--- src/rtl/tdm_demux4_pkg.sv ---
// Shared types for the 4-slot TDM receive path.
package tdm_demux_pkg;

    typedef enum logic {
        HUNT   = 1'b0,
        LOCKED = 1'b1
    } state_e;

    typedef logic [1:0] slot_t;

    localparam int NUM_SLOTS = 4;

endpackage

--- src/rtl/tdm_demux4_if.sv ---
// Serial TDM input and parallel channel-word output bundle.
interface tdm_demux4_if #(
    parameter int DATA_W = 8
);
    logic              en;
    logic              din;
    logic              frame;
    logic [DATA_W-1:0] o0;
    logic [DATA_W-1:0] o1;
    logic [DATA_W-1:0] o2;
    logic [DATA_W-1:0] o3;
    logic              frame_valid;
    logic              locked;
    logic              sync_err;

    modport master (
        output en, din, frame,
        input  o0, o1, o2, o3, frame_valid, locked, sync_err
    );

    modport slave (
        input  en, din, frame,
        output o0, o1, o2, o3, frame_valid, locked, sync_err
    );
endinterface

--- src/rtl/tdm_demux4_frame_tracker.sv ---
// Frame position tracking: bit/slot counters, lock FSM and marker flywheel.
module tdm_frame_tracker
    import tdm_demux_pkg::*;
#(
    parameter int DATA_W     = 8,
    parameter int MISS_LIMIT = 2
) (
    input  logic  clk,
    input  logic  rst,
    input  logic  en_i,
    input  logic  frame_i,
    output slot_t slot_o,
    output logic  shift_o,
    output logic  eof_o,
    output logic  locked_o,
    output logic  sync_err_o
);
    localparam int BW = (DATA_W > 1) ? $clog2(DATA_W) : 1;
    localparam int MW = $clog2(MISS_LIMIT + 1);
    localparam logic [BW-1:0] LAST_BIT  = BW'(DATA_W - 1);
    localparam logic [MW-1:0] MISS_MAX  = MW'(MISS_LIMIT);
    localparam slot_t         LAST_SLOT = slot_t'(NUM_SLOTS - 1);
    // Position just after slot 0 bit 0, where a freshly accepted marker leaves us.
    localparam logic [BW-1:0] P1_BIT  = (DATA_W == 1) ? '0 : BW'(1);
    localparam slot_t         P1_SLOT = (DATA_W == 1) ? slot_t'(1) : slot_t'(0);

    state_e          state_q, state_d;
    logic [BW-1:0]   bit_q, bit_d;
    slot_t           slot_q, slot_d;
    logic [MW-1:0]   miss_q, miss_d;
    logic            sync_err_q, sync_err_d;

    logic            at_start, last_bit;
    logic [BW-1:0]   bit_nx;
    slot_t           slot_nx;

    assign at_start = (bit_q == '0) && (slot_q == '0);
    assign last_bit = (bit_q == LAST_BIT);
    assign bit_nx   = last_bit ? '0 : bit_q + BW'(1);
    assign slot_nx  = last_bit ? slot_q + slot_t'(1) : slot_q;

    always_comb begin
        state_d    = state_q;
        bit_d      = bit_q;
        slot_d     = slot_q;
        miss_d     = miss_q;
        sync_err_d = 1'b0;
        shift_o    = 1'b0;
        eof_o      = 1'b0;
        // A marker always redirects the bit into slot 0.
        slot_o     = frame_i ? slot_t'(0) : slot_q;
        if (en_i) begin
            case (state_q)
                HUNT: begin
                    if (frame_i) begin
                        state_d = LOCKED;
                        shift_o = 1'b1;
                        bit_d   = P1_BIT;
                        slot_d  = P1_SLOT;
                        miss_d  = '0;
                    end
                end
                LOCKED: begin
                    if (at_start && !frame_i) begin
                        sync_err_d = 1'b1;
                        if (miss_q == MISS_MAX - MW'(1)) begin
                            state_d = HUNT;
                            bit_d   = '0;
                            slot_d  = '0;
                            miss_d  = '0;
                        end else begin
                            miss_d  = miss_q + MW'(1);
                            shift_o = 1'b1;
                            bit_d   = bit_nx;
                            slot_d  = slot_nx;
                        end
                    end else if (frame_i && !at_start) begin
                        sync_err_d = 1'b1;
                        shift_o    = 1'b1;
                        bit_d      = P1_BIT;
                        slot_d     = P1_SLOT;
                        miss_d     = '0;
                    end else begin
                        if (at_start) miss_d = '0;
                        shift_o = 1'b1;
                        eof_o   = last_bit && (slot_q == LAST_SLOT);
                        bit_d   = bit_nx;
                        slot_d  = slot_nx;
                    end
                end
                default: state_d = HUNT;
            endcase
        end
    end

    always_ff @(posedge clk or posedge rst) begin
        if (rst) begin
            state_q    <= HUNT;
            bit_q      <= '0;
            slot_q     <= '0;
            miss_q     <= '0;
            sync_err_q <= 1'b0;
        end else begin
            state_q    <= state_d;
            bit_q      <= bit_d;
            slot_q     <= slot_d;
            miss_q     <= miss_d;
            sync_err_q <= sync_err_d;
        end
    end

    assign locked_o   = (state_q == LOCKED);
    assign sync_err_o = sync_err_q;

endmodule

--- src/rtl/tdm_demux4.sv ---
// Four-channel TDM demultiplexer: shadow shift registers per slot, loaded
// into the output words at end of frame.
module tdm_demux4
    import tdm_demux_pkg::*;
#(
    parameter int DATA_W     = 8,
    parameter int MISS_LIMIT = 2
) (
    input  logic         clk,
    input  logic         rst,
    tdm_demux4_if.slave  bus
);
    slot_t slot;
    logic  shift, eof;

    logic [NUM_SLOTS-1:0][DATA_W-1:0] sh_q, sh_d;
    logic [NUM_SLOTS-1:0][DATA_W-1:0] out_q, out_d;
    logic                             fv_q;

    tdm_frame_tracker #(
        .DATA_W     (DATA_W),
        .MISS_LIMIT (MISS_LIMIT)
    ) u_tracker (
        .clk        (clk),
        .rst        (rst),
        .en_i       (bus.en),
        .frame_i    (bus.frame),
        .slot_o     (slot),
        .shift_o    (shift),
        .eof_o      (eof),
        .locked_o   (bus.locked),
        .sync_err_o (bus.sync_err)
    );

    always_comb begin
        sh_d  = sh_q;
        if (shift) sh_d[slot] = (sh_q[slot] << 1) | DATA_W'(bus.din);
        // Final bit of slot 3 is taken from the next-state shadows.
        out_d = eof ? sh_d : out_q;
    end

    always_ff @(posedge clk or posedge rst) begin
        if (rst) begin
            sh_q  <= '0;
            out_q <= '0;
            fv_q  <= 1'b0;
        end else begin
            sh_q  <= sh_d;
            out_q <= out_d;
            fv_q  <= eof;
        end
    end

    assign bus.o0          = out_q[0];
    assign bus.o1          = out_q[1];
    assign bus.o2          = out_q[2];
    assign bus.o3          = out_q[3];
    assign bus.frame_valid = fv_q;

endmodule

--- src/flat_wrapper.sv ---
// flat-port wrapper written by rule: the top's interface ports become plain ports
module tdm_demux4_flat import tdm_demux_pkg::*;
#(
    parameter int DATA_W     = 8,
    parameter int MISS_LIMIT = 2
)
  (clk, rst, bus_en, bus_din, bus_frame, bus_o0, bus_o1, bus_o2, bus_o3, bus_frame_valid, bus_locked, bus_sync_err);
  tdm_demux4_if #(.DATA_W(DATA_W)) bus_i ();
  input  logic clk;
  input  logic rst;
  input wire logic [$bits(bus_i.en)-1:0] bus_en;
  input wire logic [$bits(bus_i.din)-1:0] bus_din;
  input wire logic [$bits(bus_i.frame)-1:0] bus_frame;
  output wire logic [$bits(bus_i.o0)-1:0] bus_o0;
  output wire logic [$bits(bus_i.o1)-1:0] bus_o1;
  output wire logic [$bits(bus_i.o2)-1:0] bus_o2;
  output wire logic [$bits(bus_i.o3)-1:0] bus_o3;
  output wire logic [$bits(bus_i.frame_valid)-1:0] bus_frame_valid;
  output wire logic [$bits(bus_i.locked)-1:0] bus_locked;
  output wire logic [$bits(bus_i.sync_err)-1:0] bus_sync_err;
  assign bus_i.en = bus_en;
  assign bus_i.din = bus_din;
  assign bus_i.frame = bus_frame;
  assign bus_o0 = bus_i.o0;
  assign bus_o1 = bus_i.o1;
  assign bus_o2 = bus_i.o2;
  assign bus_o3 = bus_i.o3;
  assign bus_frame_valid = bus_i.frame_valid;
  assign bus_locked = bus_i.locked;
  assign bus_sync_err = bus_i.sync_err;
  tdm_demux4 #(.DATA_W(DATA_W), .MISS_LIMIT(MISS_LIMIT)) u_core (.clk(clk), .rst(rst), .bus(bus_i));
endmodule
--- config.mk ---
export PLATFORM = sky130hd
export DESIGN_NAME = tdm_demux4_flat
export DESIGN_NICKNAME = d
export VERILOG_FILES = /design/src/rtl/tdm_demux4_pkg.sv /design/src/rtl/tdm_demux4_if.sv /design/src/rtl/tdm_demux4_frame_tracker.sv /design/src/rtl/tdm_demux4.sv /design/src/flat_wrapper.sv
export SDC_FILE = /design/constraint.sdc
export NUM_CORES = 1
export LEC_CHECK = 0
export CORE_MARGIN = 3
export CORE_UTILIZATION = 40
export DETAILED_ROUTE_END_ITERATION = 10
export PLACE_DENSITY = 0.61
export SLEW_MARGIN = 30
export SYNTH_ARGS = -nofsm -noshare
export SYNTH_HDL_FRONTEND = slang
export SYNTH_SLANG_ARGS = --single-unit
--- constraint.sdc ---
create_clock -name clk -period 6.9 [get_ports clk]
set_input_delay 1.38 -clock clk [delete_from_list [all_inputs] [get_ports clk]]
set_output_delay 1.38 -clock clk [all_outputs]
set_load 0.02 [all_outputs]
==> reports/metrics.cfg, run 1 <==
[finish]
diodes = 0
fin_cells = 371
final_common_cell = dfrtp_1
syn_to_final_growth_pct = 21.3
final_nets = 276
layout_common_cells = dfrtp_1 (74), mux2_2 (45), clkdlybuf4s50_1 (39)
drive_gt1_share_pct = 32.0

[clock_network]
postCtsSetupRepairBufs = 0
clock_latency_ps = 340
cts-resized-gates = 0
clockBufferDepth = 2
path_clk_slew_ps = 70
cts_tree = built
clock-sinks = 74
cts_inserted_buffers = 9
htree_levels = 3
cts-root-buf = clkbuf_8
cts_hold_buf = 0

[floorplan]
die_y_microns = 95.6
std_cell_rows = 32
start_util_pct = 41.3
fp.dieArea_sq_mm = 0.00913
core_sq_mm = 0.00777
die_w_microns = 95.6
ioPinCount = 40

[synth]
synthCells = 221
synthesis.nets = 233
yosys.area.top_type = dfrtp_1
yosysTopAreaCellShare_pct = 57.7
ys_top_cells_by_area = dfrtp_1 (58%), mux2_2 (16%), mux2_4 (7.5%), ha_1 (2.7%), nand2_1 (1.5%)
synthDistinctLibCells = 36
synth.avg_cell_area_sq_um = 14.5
yosysWarnings = 0
syn_area_sq_mm = 0.00321
seq_area_frac_synth_pct = 57.7
ys_seq_elements = 74

[timing]
hold_viol_final = 0
worst_slew_pin_slew_ps = 655
grt_setup_unrepaired = no
tns_ps = 0
fmax_mhz = 245
slew_headroom_pct = 56.4
setup_slack_ps = 2820
min_period_ps = 4080
setup_viol = 0
skew_ps = 8.09
drv_slew = 0
finalCritPeriodShare_pct = 59.1

[outcome]
status = complete, no violations

[worst_setup_path]
cp.arrival_ps = 4300
end_kind = register
critPathLaunchType = primary input
worst_path_largest_cell_delay_ps = 840
critPathKind = primary input to register
reg2reg_slack_ps = 3910
cp_data_required_time_ps = 7120
path_max_fanout = 12
regToRegEndpoint = u_core.bus.o1[3]
crit_chain = clkdlybuf4s50_1 -> inv_1 -> ha_1 -> and3b_1 -> nor4b_4 -> mux2_2 -> mux2_2
startpoint = bus_frame
cp_common_cell = mux2_2
r2r_start = u_core.u_tracker.slot_q[0]
cpMaxStageDelayCell = clkdlybuf4s50_1
r2r_cells = 9

[routing]
drt_iter0_markers = 60
first_pass_iters = 4
avgRoutedWirePerCell_microns = 14.7
antenna_left = 0
drc = 0
viasPerCell = 4.94
dr_total_vias = 1833
wl_microns = 5450

[place]
dp.cells = 355
dp_hpwl_microns = 3650
post-place-ws_ps = 2430
place.port_buffers = 39
place_congestion = 0.842

[global_routing]
overflow = 0
antenna_found_initial = 0
grt_use_total_pct = 13.6
grt_max_degree = 75
grt_pass1_wl_microns = 9390
grt_pass1_vias = 1893

[min_path]
hold_end = u_core.bus.o1[7]
min-delay-path-class = register to register
holdPathStages = 2
hold_start = u_core.bus.o1[7]

[power_and_ir_drop]
ir_worst_vdd_mv = 0.128
p_leak_uw = 0.00184
power_density_mw_per_mm2 = 285
power_uw = 1110

[flow_run]
drv_cap = 0

Yosys cell counts:
cell type	instances
a21oi_1	3
a221o_1	1
a22o_1	1
a32o_1	1
and2_1	1
and3_1	1
and3b_1	1
buf_2	1
buf_4	3
buf_6	3
clkbuf_1	1
clkinv_2	1
dfrtp_1	74
ha_1	7
inv_1	10
mux2_2	45
mux2_4	16
mux2i_1	2
nand2_1	13
nand2_2	1
nand2b_1	4
nand3b_1	1
nor2_1	6
nor2b_1	2
nor3_1	2
nor4_4	2
nor4b_4	1
o21a_1	2
o21ai_0	5
o21ba_2	1
o221a_2	2
o31ai_1	3
o41a_1	1
o41ai_1	1
or3b_1	1
or4_1	1
power by group:
group | switching [uW] | leakage (uW) | internal, uW
Clock | 154 | 0.000109 | 212
Sequential | 43.3 | 0.00100 | 485
Combinational | 104 | 0.000732 | 112
Total | 301 | 0.00184 | 809
cells by family (layout without fill, tap and decap cells):
family	after synthesis	after routing	synth area share (%)
flip-flops	74	74	57.7
multiplexers	63	63	23.9
AND/OR/NAND/NOR	37	37	7.37
AO/OA/AOI/OAI	21	21	4.95
buffers and inverters	19	67	3.35
adder cells (fa/ha/maj)	7	7	2.73
critical path: cells and delay by family:
family	cells	cell delay, ps
fa+ha+maj	1	270
buf+inv	2	1000
mux	2	680
simple gates	2	970
worst max-delay path by stage:
stage / endpoint / slack, ps / cells past startpoint
6_report: u_core.bus.o1[3] / 2820 / 7
5_1_grt: u_core.bus.o1[6] / 2680 / 7
4_1_cts: u_core.bus.o1[2] / 2810 / 7
3_5_place_dp: u_core.bus.o1[2] / 2430 / 7
3_3_place_gp: u_core.bus.o1[2] / 2490 / 7
2_1_floorplan: u_core.bus.frame_valid / 3640 / 1
cell type report:
type / count / area (sq um)
Clock buffer: 11 / 141
Clock inverter: 5 / 77.6
Fill cell: 714 / 3870
Inverter: 11 / 42.5
Multi-Input combinational cell: 128 / 1250
Sequential cell: 74 / 1850
Tap cell: 102 / 128
Timing Repair Buffer: 40 / 402
stage by stage:
stage	area [sq um]	util (%)	hold slack, ps
after floorplan	3210	-	450
after global placement	3670	47.2	478
after detailed placement	3670	47.2	480
after CTS	3890	50.1	499
after global routing	3890	50.1	505
final	3890	50.1	490
layer usage:
| layer | share of wire [%] | wire [microns] | global-route usage (%) |
|---|---|---|---|
| met3 | 4.5 | 245 | 4.66 |
| met4 | 1.2 | 63 | 6.04 |
| met5 | 0 | 0 | 0 |
| met2 | 45 | 2460 | 19.7 |
| met1 | 49 | 2680 | 18.6 |
state kept, by name (all words and copies together) (netlist names):
register                     cells
u_core.sh_q                     32
u_core.bus.frame_valid           1
u_core.u_tracker.sync_err_o      1
u_core.u_tracker.locked_o        1
u_core.u_tracker.slot_q          2
u_core.u_tracker.bit_q           3
u_core.bus.o3                    8
u_core.bus.o0                    8
u_core.bus.o1                    8
u_core.u_tracker.miss_q          2
u_core.bus.o2                    8
Power figures use the tool's default switching activity.
==> run 2, diff against run 1 <==
==> constraint.sdc (replaced) <==
create_clock -name clk -period 4 [get_ports clk]
set_input_delay 0.8 -clock clk [delete_from_list [all_inputs] [get_ports clk]]
set_output_delay 0.8 -clock clk [all_outputs]
set_load 0.02 [all_outputs]
==> reports/metrics.cfg, run 2 (synthesis gave the netlist of run 1 again) <==
[floorplan]
die_y_microns = 95.6  ; unchanged
fp.dieArea_sq_mm = 0.00913  ; unchanged
start_util_pct = 41.3  ; unchanged
die_w_microns = 95.6  ; unchanged
std_cell_rows = 32  ; unchanged
ioPinCount = 40  ; unchanged
core_sq_mm = 0.00777  ; unchanged

[global_routing]
grt_max_degree = 75  ; unchanged
grt_pass1_vias = 1982  ; +4.7%
overflow = 0  ; unchanged
antenna_found_initial = 0  ; unchanged
grt_use_total_pct = 14.3  ; +0.69 points
grt_pass1_wl_microns = 9850  ; +4.9%

[timing]
skew_ps = 9.92  ; +1.83 ps
hold_viol_final = 0  ; unchanged
tns_ps = 0  ; unchanged
fmax_mhz = 322
setup_slack_ps = 893  ; -1930 ps
grt_setup_unrepaired = no
worst_slew_pin_slew_ps = 653  ; -1.85 ps
min_period_ps = 3110
setup_viol = 0  ; unchanged
finalCritPeriodShare_pct = 77.7
slew_headroom_pct = 56.3  ; -0.061 points
drv_slew = 0  ; unchanged

[clock_network]
path_clk_slew_ps = 70  ; about the same
clock_latency_ps = 340  ; about the same
cts-root-buf = clkbuf_8
postCtsSetupRepairBufs = 0  ; unchanged
clockBufferDepth = 2  ; unchanged
cts_inserted_buffers = 9  ; unchanged
cts_tree = built
clock-sinks = 74  ; unchanged
cts-resized-gates = 0  ; unchanged
htree_levels = 3  ; unchanged
cts_hold_buf = 0  ; unchanged

[finish]
drive_gt1_share_pct = 31.3  ; -0.63 points
largest_reg_flops = 32  ; unchanged
syn_to_final_growth_pct = 20.4
diodes = 0  ; unchanged
fin_area_sq_mm = 0.00386  ; -0.74%
regMostFlops = u_core.sh_q
fin_cells = 370  ; -0.27%
final_nets = 277  ; +0.36%
layout_common_cells = dfrtp_1 (74), mux2_2 (45), clkdlybuf4s50_1 (39)
fill_cells = 696  ; -2.5%
final_common_cell = dfrtp_1

[power_and_ir_drop]
power_frac_comb_pct = 20.7  ; +1.3 points
p_leak_uw = 0.00182  ; -0.86%
power_density_mw_per_mm2 = 474  ; +66%
power_frac_seq_pct = 49.9  ; +2.3 points
switching_power_uw = 517  ; +72%
internal_power_uw = 1310  ; +62%
clkPwrFrac_pct = 29.4  ; -3.6 points
ir_worst_vdd_mv = 0.217  ; +69%
switching_share_pct = 28.3  ; +1.2 points

[routing]
antenna_left = 0  ; unchanged
met1Wirelength_microns = 2720  ; +1.8%
drc = 0  ; unchanged
dr_total_vias = 1821  ; -0.65%
routed-wl-met3_microns = 268  ; +9.4%
routed.top_layer = met4
avgRoutedWirePerCell_microns = 15.2  ; +3.8%
met2_length_microns = 2580  ; +4.8%
viasPerCell = 4.92  ; -0.39%
wl_microns = 5640  ; +3.5%
drt_iter0_markers = 84  ; +40%
first_pass_iters = 4  ; unchanged

[worst_setup_path]
path_max_fanout = 10  ; -2
path_buf_inv = 2  ; unchanged
crit_chain = inv_1 -> ha_1 -> nand3b_1 -> inv_1 -> ha_1 -> and3b_1 -> nor4b_4 -> mux2_2 -> mux2_2
cpMaxStageDelayCell = nor4b_4
critPathLaunchType = register
cp.arrival_ps = 3330  ; -970 ps
crit_family = simple AND/OR/NAND/NOR gates
worst_path_largest_cell_delay_ps = 660  ; -180 ps
cp_data_required_time_ps = 4220  ; -2900 ps
critPathKind = register to register
end_kind = register

[place]
place.port_buffers = 39  ; unchanged
post-place-ws_ps = 579  ; -1850 ps
dp.cells = 356  ; +0.28%
dpl_cell_area_sq_mm = 0.00369  ; +0.55%
dp_hpwl_microns = 3670  ; +0.56%
place_congestion = 0.845  ; +0.40%

[min_path]
min-delay-path-class = register to register

[outcome]
status = complete, no violations

[flow_run]
drv_cap = 0  ; unchanged

## run 2: area by class of cell
cell class | instances | area, sq um | area share [%]
tap | 102 | 128 | 3.30
timing repair buffer | 41 | 418 | 10.8
sequential | 74 | 1850 | 47.9
inverter | 11 | 42.5 | 1.10
clock buffer | 11 | 131 | 3.40
multi-input combinational | 128 | 1250 | 32.4
clock inverter | 3 | 42.5 | 1.10
## run 2: final timing paths
kind / slack [ps] / cells after the start / endpoint / start
hold / removal: 480 / 1 / u_core.u_tracker.miss_q[1] / u_core.u_tracker.miss_q[1]
setup / recovery: 890 / 9 / u_core.bus.o1[3] / u_core.u_tracker.slot_q[1]
hold reg to reg: 480 / 1 / u_core.u_tracker.miss_q[1] / u_core.u_tracker.miss_q[1]
setup reg to reg: 890 / 9 / u_core.bus.o1[3] / u_core.u_tracker.slot_q[1]
max in group asynchronous: 2820 / 3 / u_core.sh_q[13] / rst
min in group asynchronous: 860 / 3 / u_core.bus.o0[4] / rst
## run 2: stage by stage
step / power, uW / hold WS, ps / utilization [%]
6_report: 1830 / 479 / 49.7
5_1_grt: 1950 / 525 / 49.7
4_1_cts: 1860 / 484 / 49.7
3_5_place_dp: 1310 / 469 / 47.5
3_3_place_gp: 1300 / 471 / 47.5
2_1_floorplan: 1210 / 450 / -
## run 2: power by group through the flow
stage / Clock, uW / Sequential, uW / Combinational, uW
final: 538 / 912 / 380
after global routing: 597 / 926 / 423
after CTS: 558 / 914 / 385
after detailed placement: 0 / 927 / 382
after global placement: 0 / 925 / 375
after floorplan: 0 / 907 / 302
## run 2: metal layers
metal	GRT usage, %	up-vias
met4	4.86	0
met3	6.00	7
li1	-	862
met1	18.6	918
met2	21.6	34
met5	0	-
## run 2: worst register-to-register path, delay by kind of cell (launching register included)
family                     cells  cell delay (ps)
and+or+nand+nor                3             1160
muxes                          2              690
buffers and inverters          2              160
DFF                            1              570
adders and majority gates      2              410
